[src/rtl/hazard_pkg.sv]
// Shared encodings, scoreboard payload types and helpers for the hazard controller.
package hazard_pkg;

  localparam int unsigned REG_W    = 5;
  localparam int unsigned TNEW_W   = 2;
  localparam int unsigned TUSE_W   = 2;
  localparam int unsigned WSEL_W   = 2;
  localparam int unsigned FWDSEL_W = 4;

  // Write-source encodings
  localparam logic [WSEL_W-1:0] WSEL_ALU = 2'b00;
  localparam logic [WSEL_W-1:0] WSEL_MEM = 2'b01;
  localparam logic [WSEL_W-1:0] WSEL_PC8 = 2'b10;

  // Forward-mux select encodings
  localparam logic [FWDSEL_W-1:0] FWD_ORIG = 4'b0000;
  localparam logic [FWDSEL_W-1:0] FWD_W    = 4'b0001;
  localparam logic [FWDSEL_W-1:0] FWD_M    = 4'b0010;
  localparam logic [FWDSEL_W-1:0] FWD_PC8M = 4'b0011;
  localparam logic [FWDSEL_W-1:0] FWD_PC8E = 4'b0100;

  // Operand use / result-ready timing
  localparam logic [TUSE_W-1:0] TUSE_NONE = 2'd3;
  localparam logic [TNEW_W-1:0] TNEW_ALU  = 2'd1;
  localparam logic [TNEW_W-1:0] TNEW_LOAD = 2'd2;
  localparam logic [TNEW_W-1:0] TNEW_LINK = 2'd0;

  // In-flight writer held in the E slot
  typedef struct packed {
    logic [REG_W-1:0]  rs;
    logic [REG_W-1:0]  rt;
    logic [REG_W-1:0]  dst;
    logic [TNEW_W-1:0] tnew;
    logic [WSEL_W-1:0] wsel;
  } e_entry_t;

  // In-flight writer held in the M slot (rt kept for store-data forwarding)
  typedef struct packed {
    logic [REG_W-1:0]  rt;
    logic [REG_W-1:0]  dst;
    logic [TNEW_W-1:0] tnew;
    logic [WSEL_W-1:0] wsel;
  } m_entry_t;

  // A slot matches a source only when it writes a non-zero register
  function automatic logic reg_match(input logic [REG_W-1:0] dst,
                                     input logic [REG_W-1:0] src);
    return (dst != '0) && (dst == src);
  endfunction

  // Result-ready countdown, saturating at zero
  function automatic logic [TNEW_W-1:0] tnew_age(input logic [TNEW_W-1:0] tnew);
    return (tnew == '0) ? '0 : tnew - TNEW_W'(1);
  endfunction

endpackage

[src/rtl/hazard_operand.sv]
// One source operand: stall request plus its D-stage and E-stage forward selects.
module hazard_operand
  import hazard_pkg::*;
(
  input  logic [REG_W-1:0]    src_d_i,
  input  logic [TUSE_W-1:0]   tuse_d_i,
  input  logic [REG_W-1:0]    src_e_i,
  input  logic [REG_W-1:0]    dst_e_i,
  input  logic [TNEW_W-1:0]   tnew_e_i,
  input  logic [WSEL_W-1:0]   wsel_e_i,
  input  logic [REG_W-1:0]    dst_m_i,
  input  logic [TNEW_W-1:0]   tnew_m_i,
  input  logic [WSEL_W-1:0]   wsel_m_i,
  input  logic [REG_W-1:0]    dst_w_i,
  output logic                stall_c_o,
  output logic [FWDSEL_W-1:0] fwd_d_c_o,
  output logic [FWDSEL_W-1:0] fwd_e_c_o
);

  logic hit_e_d;
  logic hit_m_d;
  logic hit_w_d;
  logic hit_m_e;
  logic hit_w_e;

  // Slot matches for the D-stage and E-stage copies of this operand
  always_comb begin
    hit_e_d = reg_match(dst_e_i, src_d_i);
    hit_m_d = reg_match(dst_m_i, src_d_i);
    hit_w_d = reg_match(dst_w_i, src_d_i);
    hit_m_e = reg_match(dst_m_i, src_e_i);
    hit_w_e = reg_match(dst_w_i, src_e_i);
  end

  // Stall when a matching E/M writer will not be ready by the time the operand is used
  always_comb begin
    stall_c_o = 1'b0;
    if (tuse_d_i != TUSE_NONE) begin
      stall_c_o = (hit_e_d && (tnew_e_i > tuse_d_i)) ||
                  (hit_m_d && (tnew_m_i > tuse_d_i));
    end
  end

  // D-stage select: youngest matching writer decides, E > M > W
  always_comb begin
    fwd_d_c_o = FWD_ORIG;
    if (hit_e_d) begin
      if (wsel_e_i == WSEL_PC8) fwd_d_c_o = FWD_PC8E;
    end else if (hit_m_d) begin
      if (wsel_m_i == WSEL_PC8)  fwd_d_c_o = FWD_PC8M;
      else if (tnew_m_i == '0)   fwd_d_c_o = FWD_M;
    end else if (hit_w_d) begin
      fwd_d_c_o = FWD_W;
    end
  end

  // E-stage select: same rules, M > W only
  always_comb begin
    fwd_e_c_o = FWD_ORIG;
    if (hit_m_e) begin
      if (wsel_m_i == WSEL_PC8)  fwd_e_c_o = FWD_PC8M;
      else if (tnew_m_i == '0)   fwd_e_c_o = FWD_M;
    end else if (hit_w_e) begin
      fwd_e_c_o = FWD_W;
    end
  end

endmodule

[src/rtl/hazard_ctrl.sv]
// Hazard/forwarding controller: E/M/W writer scoreboard, per-operand hazard logic,
// and a saturating stall-cycle counter.
module hazard_ctrl
  import hazard_pkg::*;
#(
  parameter int unsigned CNT_W = 16
) (
  input  logic                clk,
  input  logic                reset,
  input  logic [REG_W-1:0]    rs_D,
  input  logic [REG_W-1:0]    rt_D,
  input  logic [TUSE_W-1:0]   tuse_rs_D,
  input  logic [TUSE_W-1:0]   tuse_rt_D,
  input  logic [REG_W-1:0]    dst_D,
  input  logic [TNEW_W-1:0]   tnew_D,
  input  logic [WSEL_W-1:0]   wsel_D,
  output logic                stall,
  output logic                flush_E,
  output logic [FWDSEL_W-1:0] fwd_rs_D,
  output logic [FWDSEL_W-1:0] fwd_rt_D,
  output logic [FWDSEL_W-1:0] fwd_rs_E,
  output logic [FWDSEL_W-1:0] fwd_rt_E,
  output logic                fwd_rt_M,
  output logic [CNT_W-1:0]    stall_cycles
);

  e_entry_t         e_q, e_d;
  m_entry_t         m_q, m_d;
  logic [REG_W-1:0] w_dst_q, w_dst_d;
  logic [CNT_W-1:0] cnt_q, cnt_d;
  logic             stall_rs;
  logic             stall_rt;

  hazard_operand u_rs (
    .src_d_i   (rs_D),
    .tuse_d_i  (tuse_rs_D),
    .src_e_i   (e_q.rs),
    .dst_e_i   (e_q.dst),
    .tnew_e_i  (e_q.tnew),
    .wsel_e_i  (e_q.wsel),
    .dst_m_i   (m_q.dst),
    .tnew_m_i  (m_q.tnew),
    .wsel_m_i  (m_q.wsel),
    .dst_w_i   (w_dst_q),
    .stall_c_o (stall_rs),
    .fwd_d_c_o (fwd_rs_D),
    .fwd_e_c_o (fwd_rs_E)
  );

  hazard_operand u_rt (
    .src_d_i   (rt_D),
    .tuse_d_i  (tuse_rt_D),
    .src_e_i   (e_q.rt),
    .dst_e_i   (e_q.dst),
    .tnew_e_i  (e_q.tnew),
    .wsel_e_i  (e_q.wsel),
    .dst_m_i   (m_q.dst),
    .tnew_m_i  (m_q.tnew),
    .wsel_m_i  (m_q.wsel),
    .dst_w_i   (w_dst_q),
    .stall_c_o (stall_rt),
    .fwd_d_c_o (fwd_rt_D),
    .fwd_e_c_o (fwd_rt_E)
  );

  // Combined stall, bubble request and M-stage store-data select
  always_comb begin
    stall        = stall_rs | stall_rt;
    flush_E      = stall_rs | stall_rt;
    fwd_rt_M     = reg_match(w_dst_q, m_q.rt);
    stall_cycles = cnt_q;
  end

  // Scoreboard advance: D->E (bubble on stall), E->M with aged tnew, M->W
  always_comb begin
    e_d = '0;
    if (!stall) begin
      e_d.rs   = rs_D;
      e_d.rt   = rt_D;
      e_d.dst  = dst_D;
      e_d.tnew = tnew_D;
      e_d.wsel = wsel_D;
    end
    m_d.rt   = e_q.rt;
    m_d.dst  = e_q.dst;
    m_d.tnew = tnew_age(e_q.tnew);
    m_d.wsel = e_q.wsel;
    w_dst_d  = m_q.dst;
  end

  // Stall-cycle counter, holds at all-ones
  always_comb begin
    cnt_d = cnt_q;
    if (stall && (cnt_q != {CNT_W{1'b1}})) cnt_d = cnt_q + CNT_W'(1);
  end

  // Scoreboard and counter registers
  always_ff @(posedge clk or posedge reset) begin
    if (reset) begin
      e_q     <= '0;
      m_q     <= '0;
      w_dst_q <= '0;
      cnt_q   <= '0;
    end else begin
      e_q     <= e_d;
      m_q     <= m_d;
      w_dst_q <= w_dst_d;
      cnt_q   <= cnt_d;
    end
  end

endmodule

[config.mk]
export PLATFORM = sky130hd
export DESIGN_NAME = hazard_ctrl
export DESIGN_NICKNAME = d
export VERILOG_FILES = /design/src/rtl/hazard_pkg.sv /design/src/rtl/hazard_operand.sv /design/src/rtl/hazard_ctrl.sv
export SDC_FILE = /design/constraint.sdc
export NUM_CORES = 1
export LEC_CHECK = 0
export ABC_AREA = 1
export CORE_MARGIN = 1
export CORE_UTILIZATION = 40
export CTS_CLUSTER_SIZE = 14
export DETAILED_ROUTE_END_ITERATION = 6
export PLACE_DENSITY = 0.74
export SLEW_MARGIN = 10
export SYNTH_ARGS = -nofsm -noshare
export SYNTH_HDL_FRONTEND = slang
export SYNTH_SLANG_ARGS = --single-unit
export TNS_END_PERCENT = 1
[constraint.sdc]
create_clock -name clk -period 2 [get_ports clk]
set_input_delay 0.2 -clock clk [delete_from_list [all_inputs] [get_ports clk]]
set_output_delay 0.2 -clock clk [all_outputs]
set_load 0.02 [all_outputs]
==> flow_metrics.tcl, run 1 <==
set metrics [dict create \
    fin_crit_ns 2.06 \
    combPwrFrac_pct 28.1 \
    fin_area_mm2 0.00447 \
    grt_start_max_net_pins 25 \
    placed_cell_area_mm2 0.00428 \
    hold_viol 0 \
    register_area_mm2 0.00136 \
    path_clk_slew_ns 0.10 \
    core_mm2 0.00834 \
    grt_overflow 0 \
    fill_cells 748 \
    yosys_register_bits 54 \
    powerDensity_mw_per_mm2 604 \
    grt_use_met1_pct 21.9 \
    stdcell_count 594 \
    hold_slack_ns 0.212 \
    die_x_um 95.5 \
    power.leakage_uw 0.00217 \
    cts_buffers 5 \
    clock_path_buffers 2 \
    crit_required_ns 1.80 \
    dr_total_vias 2872 \
    cts.htree.levels 2 \
    drt-total-wl_um 8030 \
    clk-insertion-delay-late_ns 0.32 \
    fin_nets 522 \
    vias_per_cell 4.84 \
    syn_area_mm2 0.00349 \
    fp.dieH_um 95.5 \
    avgSynthCellArea_um2 8.63 \
    setup.worst_path.end_class "primary output" \
    post-dp-hpwl_um 5990 \
    antenna_left 0 \
    cap_violations 0 \
    cp_max_fo 5 \
    startpoint_type "flip-flop" \
    hp-class "input pin to async pin" \
    power_frac_seq_pct 47.5 \
    p_sw_share_pct 32.2 \
    vdd_drop_max_v 0.000432 \
    antenna_cells 0 \
    drc 0 \
    grt_use_met3_pct 3.11 \
    wire_per_inst_um 13.5 \
    p_clk_share_pct 24.4 \
    drv_slew 0 \
    top_usage_layer "met2" \
    drt_iter0_drc 129 \
    io-pin-count 60 \
    ys_seq_area_share_pct 38.7 \
    grtUsageTotal_pct 18.6 \
    start_util_pct 41.9 \
    switchingPower_uw 871 \
    place_congestion 0.851 \
    rsz0062_at_grt "true" \
    syn_inst 405 \
    finalSetupViolCount 3 \
    layout-drive-gt1-share_pct 23.3 \
    ys_types 31 \
    violations "setup timing" \
    grtUsageMet2_pct 34.5 \
    place_ws_ns -0.434 \
    portBuffers 53 \
    fin_skew_ns 0.0125 \
    crit_type "flip-flop to primary output" \
    root_buffer "clkbuf_8" \
    multi_input_area_mm2 0.00185 \
    grt_pass1_vias 2874 \
    grt_pass1_wl_um 13000 \
    antenna_found_initial 0 \
    dr.pass1.iters 4 \
    dp.cells 584 \
    cts_tree "built" \
    final.setup.worst_slack_ns -0.0609 \
    fin_crit_sh_pct 103 \
    max_freq_mhz 485 \
    yosys_warnings 0 \
    area_delta_synth_final_pct 28.0 \
    fin_util_pct 53.6 \
    p_int_uw 1830 \
    clkSinkCount 54 \
    arrival_ns 1.86 \
    status "finished, violations left" \
    row_count 33 \
    die_area_mm2 0.00911 \
]
## per-stage QoR
step                      setup TNS (ns)  total power, µW
after floorplan                        0             1760
after global placement             -8.22             2000
after detailed placement           -9.01             2020
after CTS                         -0.137             2680
after global routing               -1.84             2840
final                             -0.160             2700
## sequential cells by signal, summed over array words and instances, names as in the netlist
signal        cells
e_q              19
stall_cycles     16
m_q               9
w_dst_d           5
w_dst_q           5
## final timing paths
path / startpoint / end / slack, ns / depth (start not counted)
max: e_q[3]$_DFF_PP0_ / flush_E / -0.06 / 8
min: reset / stall_cycles[6]$_DFFE_PP0P_ / 0.21 / 2
max reg2reg: e_q[3]$_DFF_PP0_ / stall_cycles[14]$_DFFE_PP0P_ / 0.06 / 11
min reg2reg: e_q[0]$_DFF_PP0_ / m_q[0]$_DFF_PP0_ / 0.43 / 0
max in group asynchronous: reset / w_dst_q[1]$_DFF_PP0_ / 1.25 / 3
min in group clk: e_q[0]$_DFF_PP0_ / m_q[0]$_DFF_PP0_ / 0.43 / 0
## final cells by class
class,instances,share of cell area (%)
repair buffers,94,18.8
clock inverters,1,0.196
multi-input cells,281,41.4
inverters,52,4.36
well taps,105,2.94
flip-flops and latches,54,30.3
clock buffers,7,1.93
## cell families after synthesis
group / count (synthesis) / synth area share (%)
simple gates: 190 / 29.2
buf+inv: 75 / 11.5
xor+xnor: 60 / 15.0
flops: 54 / 38.7
compound gates: 16 / 2.33
fa+ha+maj: 9 / 3.22
other cells: 1 / 0.107
## cells in the mapped netlist, drive strengths merged
master,n,area share [%]
nand2,86,9.9
dfrtp,54,39
inv,52,5.6
nor2,46,9.4
xnor2,36,9.0
nand3,30,5.1
xor2,24,6.0
buf,18,5.3
nor3,15,2.5
a21oi,12,1.7
ha,9,3.2
nand4,8,1.4
clkbuf,5,0.54
o21ai,3,0.43
and3,2,0.36
a31oi,1,0.18
conb,1,0.11
nor3b,1,0.21
nor4,1,0.18
or2,1,0.18
## worst max-delay path, cell delays in order, from the launching register on
cell     delay, ns
dfrtp_1       0.44
ha_1          0.32
a21oi_1       0.23
a21oi_1       0.08
nand3_1       0.08
nand2_1       0.06
nand2_2       0.07
nand2_4       0.11
buf_6         0.15
## power groups by stage
stage | combinational [µW] | sequential (µW) | clock [µW]
2_1_floorplan | 457 | 1300 | 0
3_3_place_gp | 699 | 1300 | 0
3_5_place_dp | 714 | 1300 | 0
4_1_cts | 716 | 1280 | 685
5_1_grt | 834 | 1300 | 714
6_report | 759 | 1280 | 661
## routing by layer
metal	part of all wire (%)	wire length, µm	vias up
li1	-	-	1403
met1	41	3290	1375
met2	53	4220	81
met3	5.1	406	13
met4	1.4	111	0
met5	0	0	-
## cell usage in the layout (no fill, tap or decap), types with 2 or more instances in the layout
| master | count |
|---|---|
| nor3_2 | 3 |
| xor2_1 | 24 |
| ha_1 | 8 |
| nand3_1 | 26 |
| buf_12 | 2 |
| buf_2 | 4 |
| conb_1 | 6 |
| nand2_1 | 78 |
| nor2_4 | 21 |
| xnor2_2 | 4 |
| buf_4 | 41 |
| dfrtp_1 | 51 |
| xnor2_1 | 32 |
| clkbuf_8 | 6 |
| nor2_2 | 4 |
| nor2_1 | 21 |
| o21ai_1 | 2 |
| inv_2 | 2 |
| clkdlybuf4s50_1 | 39 |
| nand3_2 | 3 |
| a21oi_1 | 12 |
| nand4_1 | 8 |
| nor3_1 | 11 |
| dfrtp_2 | 3 |
| and3_1 | 2 |
| inv_1 | 50 |
| buf_6 | 6 |
| nand2_2 | 6 |
## timing repair
item | 4_1_cts | 5_1_grt
gates resized for setup | 59 | 38
buffers inserted | 0 | 2
endpoints found under the setup margin | 27 | 29
hold buffers | 0 | 0
pin swaps | 0 | 14
Note: power is estimated with default switching activity, not from simulation.
==> run 2: changes to the inputs <==
--- a/config.mk
+++ b/config.mk
@@ -10,7 +10,7 @@
 export CORE_UTILIZATION = 40
 export CTS_CLUSTER_SIZE = 14
 export DETAILED_ROUTE_END_ITERATION = 6
-export PLACE_DENSITY = 0.74
+export PLACE_DENSITY = 0.77
 export SLEW_MARGIN = 10
 export SYNTH_ARGS = -nofsm -noshare
 export SYNTH_HDL_FRONTEND = slang
==> constraint.sdc (replaced) <==
create_clock -name clk -period 1.8 [get_ports clk]
set_input_delay 0.18 -clock clk [delete_from_list [all_inputs] [get_ports clk]]
set_output_delay 0.18 -clock clk [all_outputs]
set_load 0.02 [all_outputs]
==> flow_metrics.tcl, run 2 (synthesized netlist as in run 1, its figures left out) <==
set metrics [dict create \
    status "finished, violations left" \
    violations "setup timing" \
    setup.worst_path.end_class "primary output" \
    area_delta_synth_final_pct 32.5 \
    dr_total_vias 2863 \
    path_cells "xnor2_2, nand2_1, nor3_2, buf_4, a31oi_2, nor2_2, buf_6" \
    fin_crit_sh_pct 110 \
    cts_tree "built" \
    fill_cells 728 \
    antenna_found_initial 0 \
    reg2reg_to "e_q[8]$_DFF_PP0_" \
    hp-class "input pin to async pin" \
    register_area_mm2 0.00136 \
    largest_register_ff_count 19 \
    drv_slew 0 \
    cts.htree.levels 2 \
    ctsHoldBuffers 0 \
    reg2reg_from "w_dst_d[0]$_DFF_PP0_" \
    hold_viol 0 \
    grt_start_max_net_pins 37 \
    vias_per_cell 4.75 \
    drt_iter0_drc 136 \
    power.leakage_uw 0.00222 \
    clkSinkCount 54 \
    grtUsageTotal_pct 19.6 \
    antenna_left 0 \
    largest-register "e_q" \
    crit_slowest_cell "dfrtp_2" \
    fin_crit_ns 1.98 \
    drc 0 \
    row_count 33 \
    arrival_ns 1.80 \
    vdd_drop_max_v 0.000748 \
    hold_slack_ns 0.177 \
    grt_overflow 0 \
    clock_path_buffers 2 \
    grt_pass1_wl_um 13500 \
    crit_required_ns 1.62 \
    fp.dieH_um 95.5 \
    slowest_delay_ns 0.45 \
    root_buffer "clkbuf_8" \
    r2r_cells 11 \
    post-dp-hpwl_um 6140 \
    fin_nets 531 \
    path_clk_slew_ns 0.10 \
    cts_buffers 5 \
    die_x_um 95.5 \
    io-pin-count 60 \
    core_mm2 0.00834 \
    dr.pass1.iters 4 \
    wire_per_inst_um 13.8 \
    drt-total-wl_um 8320 \
    place_congestion 0.847 \
    cap_violations 0 \
    startpoint_type "flip-flop" \
    cp.buffers_inverters 2 \
    fin_skew_ns 0.00399 \
    max_freq_mhz 504 \
    start_util_pct 41.9 \
    final_common_cell "nand2_1" \
    final.setup.worst_slack_ns -0.183 \
    die_area_mm2 0.00911 \
    antenna_cells 0 \
    layout-drive-gt1-share_pct 26.9 \
    grt_pass1_vias 2921 \
    finalSetupViolCount 47 \
    p_total_uw 3080 \
    clk-insertion-delay-late_ns 0.31 \
    mostFrequentLayoutCells "77 x nand2_1, 50 x inv_1, 48 x dfrtp_1, 47 x buf_4, 40 x clkdlybuf4s50_1" \
    multi_input_area_mm2 0.00191 \
    crit_family "simple AND/OR/NAND/NOR gates" \
    rsz0062_at_grt "true" \
    portBuffers 53 \
    crit_type "flip-flop to primary output" \
    powerDensity_mw_per_mm2 664 \
    ff2ff_setup_slack_ns -0.11 \
    cp_max_fo 3 \
]
run 2: cell count changes in the layout (fill, tap and decap cells not counted), sizes merged:
cell | before | now
buf | 53 | 63
clkbuf | 8 | 6
clkdlybuf4s50 | 39 | 40
clkinvlp | 0 | 1
dlymetal6s2s | 1 | 0
run 2: power by group:
| part | total, µW | switching, µW | leakage, µW | internal, µW |
|---|---|---|---|---|
| clock | 733 | 415 | 0.0000478 | 318 |
| sequential | 1430 | 119 | 0.000663 | 1310 |
| combinational | 914 | 467 | 0.00151 | 447 |
| total | 3080 | 1000 | 0.00222 | 2070 |
run 2: worst max path at each step:
stage                               from           to  slack, ns  cells after the start
floorplan               e_q[3]$_DFF_PP0_        stall       0.03                     10
global placement                 rs_D[0]  fwd_rs_D[0]      -0.54                      8
detailed placement               rs_D[0]  fwd_rs_D[0]      -0.60                      8
CTS                 w_dst_d[0]$_DFF_PP0_  fwd_rs_E[0]      -0.19                      8
global route        w_dst_d[4]$_DFF_PP0_  fwd_rs_D[0]      -0.32                      9
finish              w_dst_d[2]$_DFF_PP0_  fwd_rs_D[0]      -0.18                      7
run 2: timing repair:
action	4_1_cts	5_1_grt
setup endpoints to repair	48	48
gates resized for setup	93	23
pin swaps	12	6
gates cloned	0	0
setup buffers	1	0
hold endpoints to repair	0	0
run 2: per-stage QoR:
step	TNS, ns	setup slack [ns]	util [%]	instance area (µm²)	cells
6_report	-3.78	-0.183	55.5	4630	603
2_1_floorplan	0	0.0327	-	3510	410
3_5_place_dp	-21.59	-0.596	52.3	4360	594
4_1_cts	-5.63	-0.186	54.4	4540	603
5_1_grt	-8.93	-0.318	55.5	4630	603
3_3_place_gp	-18.35	-0.542	52.3	4360	594
run 2: final cells by class:
cell class | count | area share [%]
clock inverter | 2 | 0.351
sequential | 54 | 29.3
multi-input combinational | 281 | 41.3
timing repair buffer | 103 | 20.2
inverter | 52 | 4.21
clock buffer | 6 | 1.78
tap | 105 | 2.84
run 2: metal layers:
metal  vias up  GRT usage, %  part of all wire [%]
li1       1419             -                     -
met1      1363          22.3                    40
met2        61          36.3                    53
met3        20          2.47                   3.3
met4         0          8.71                   3.2
met5         -             0                     0
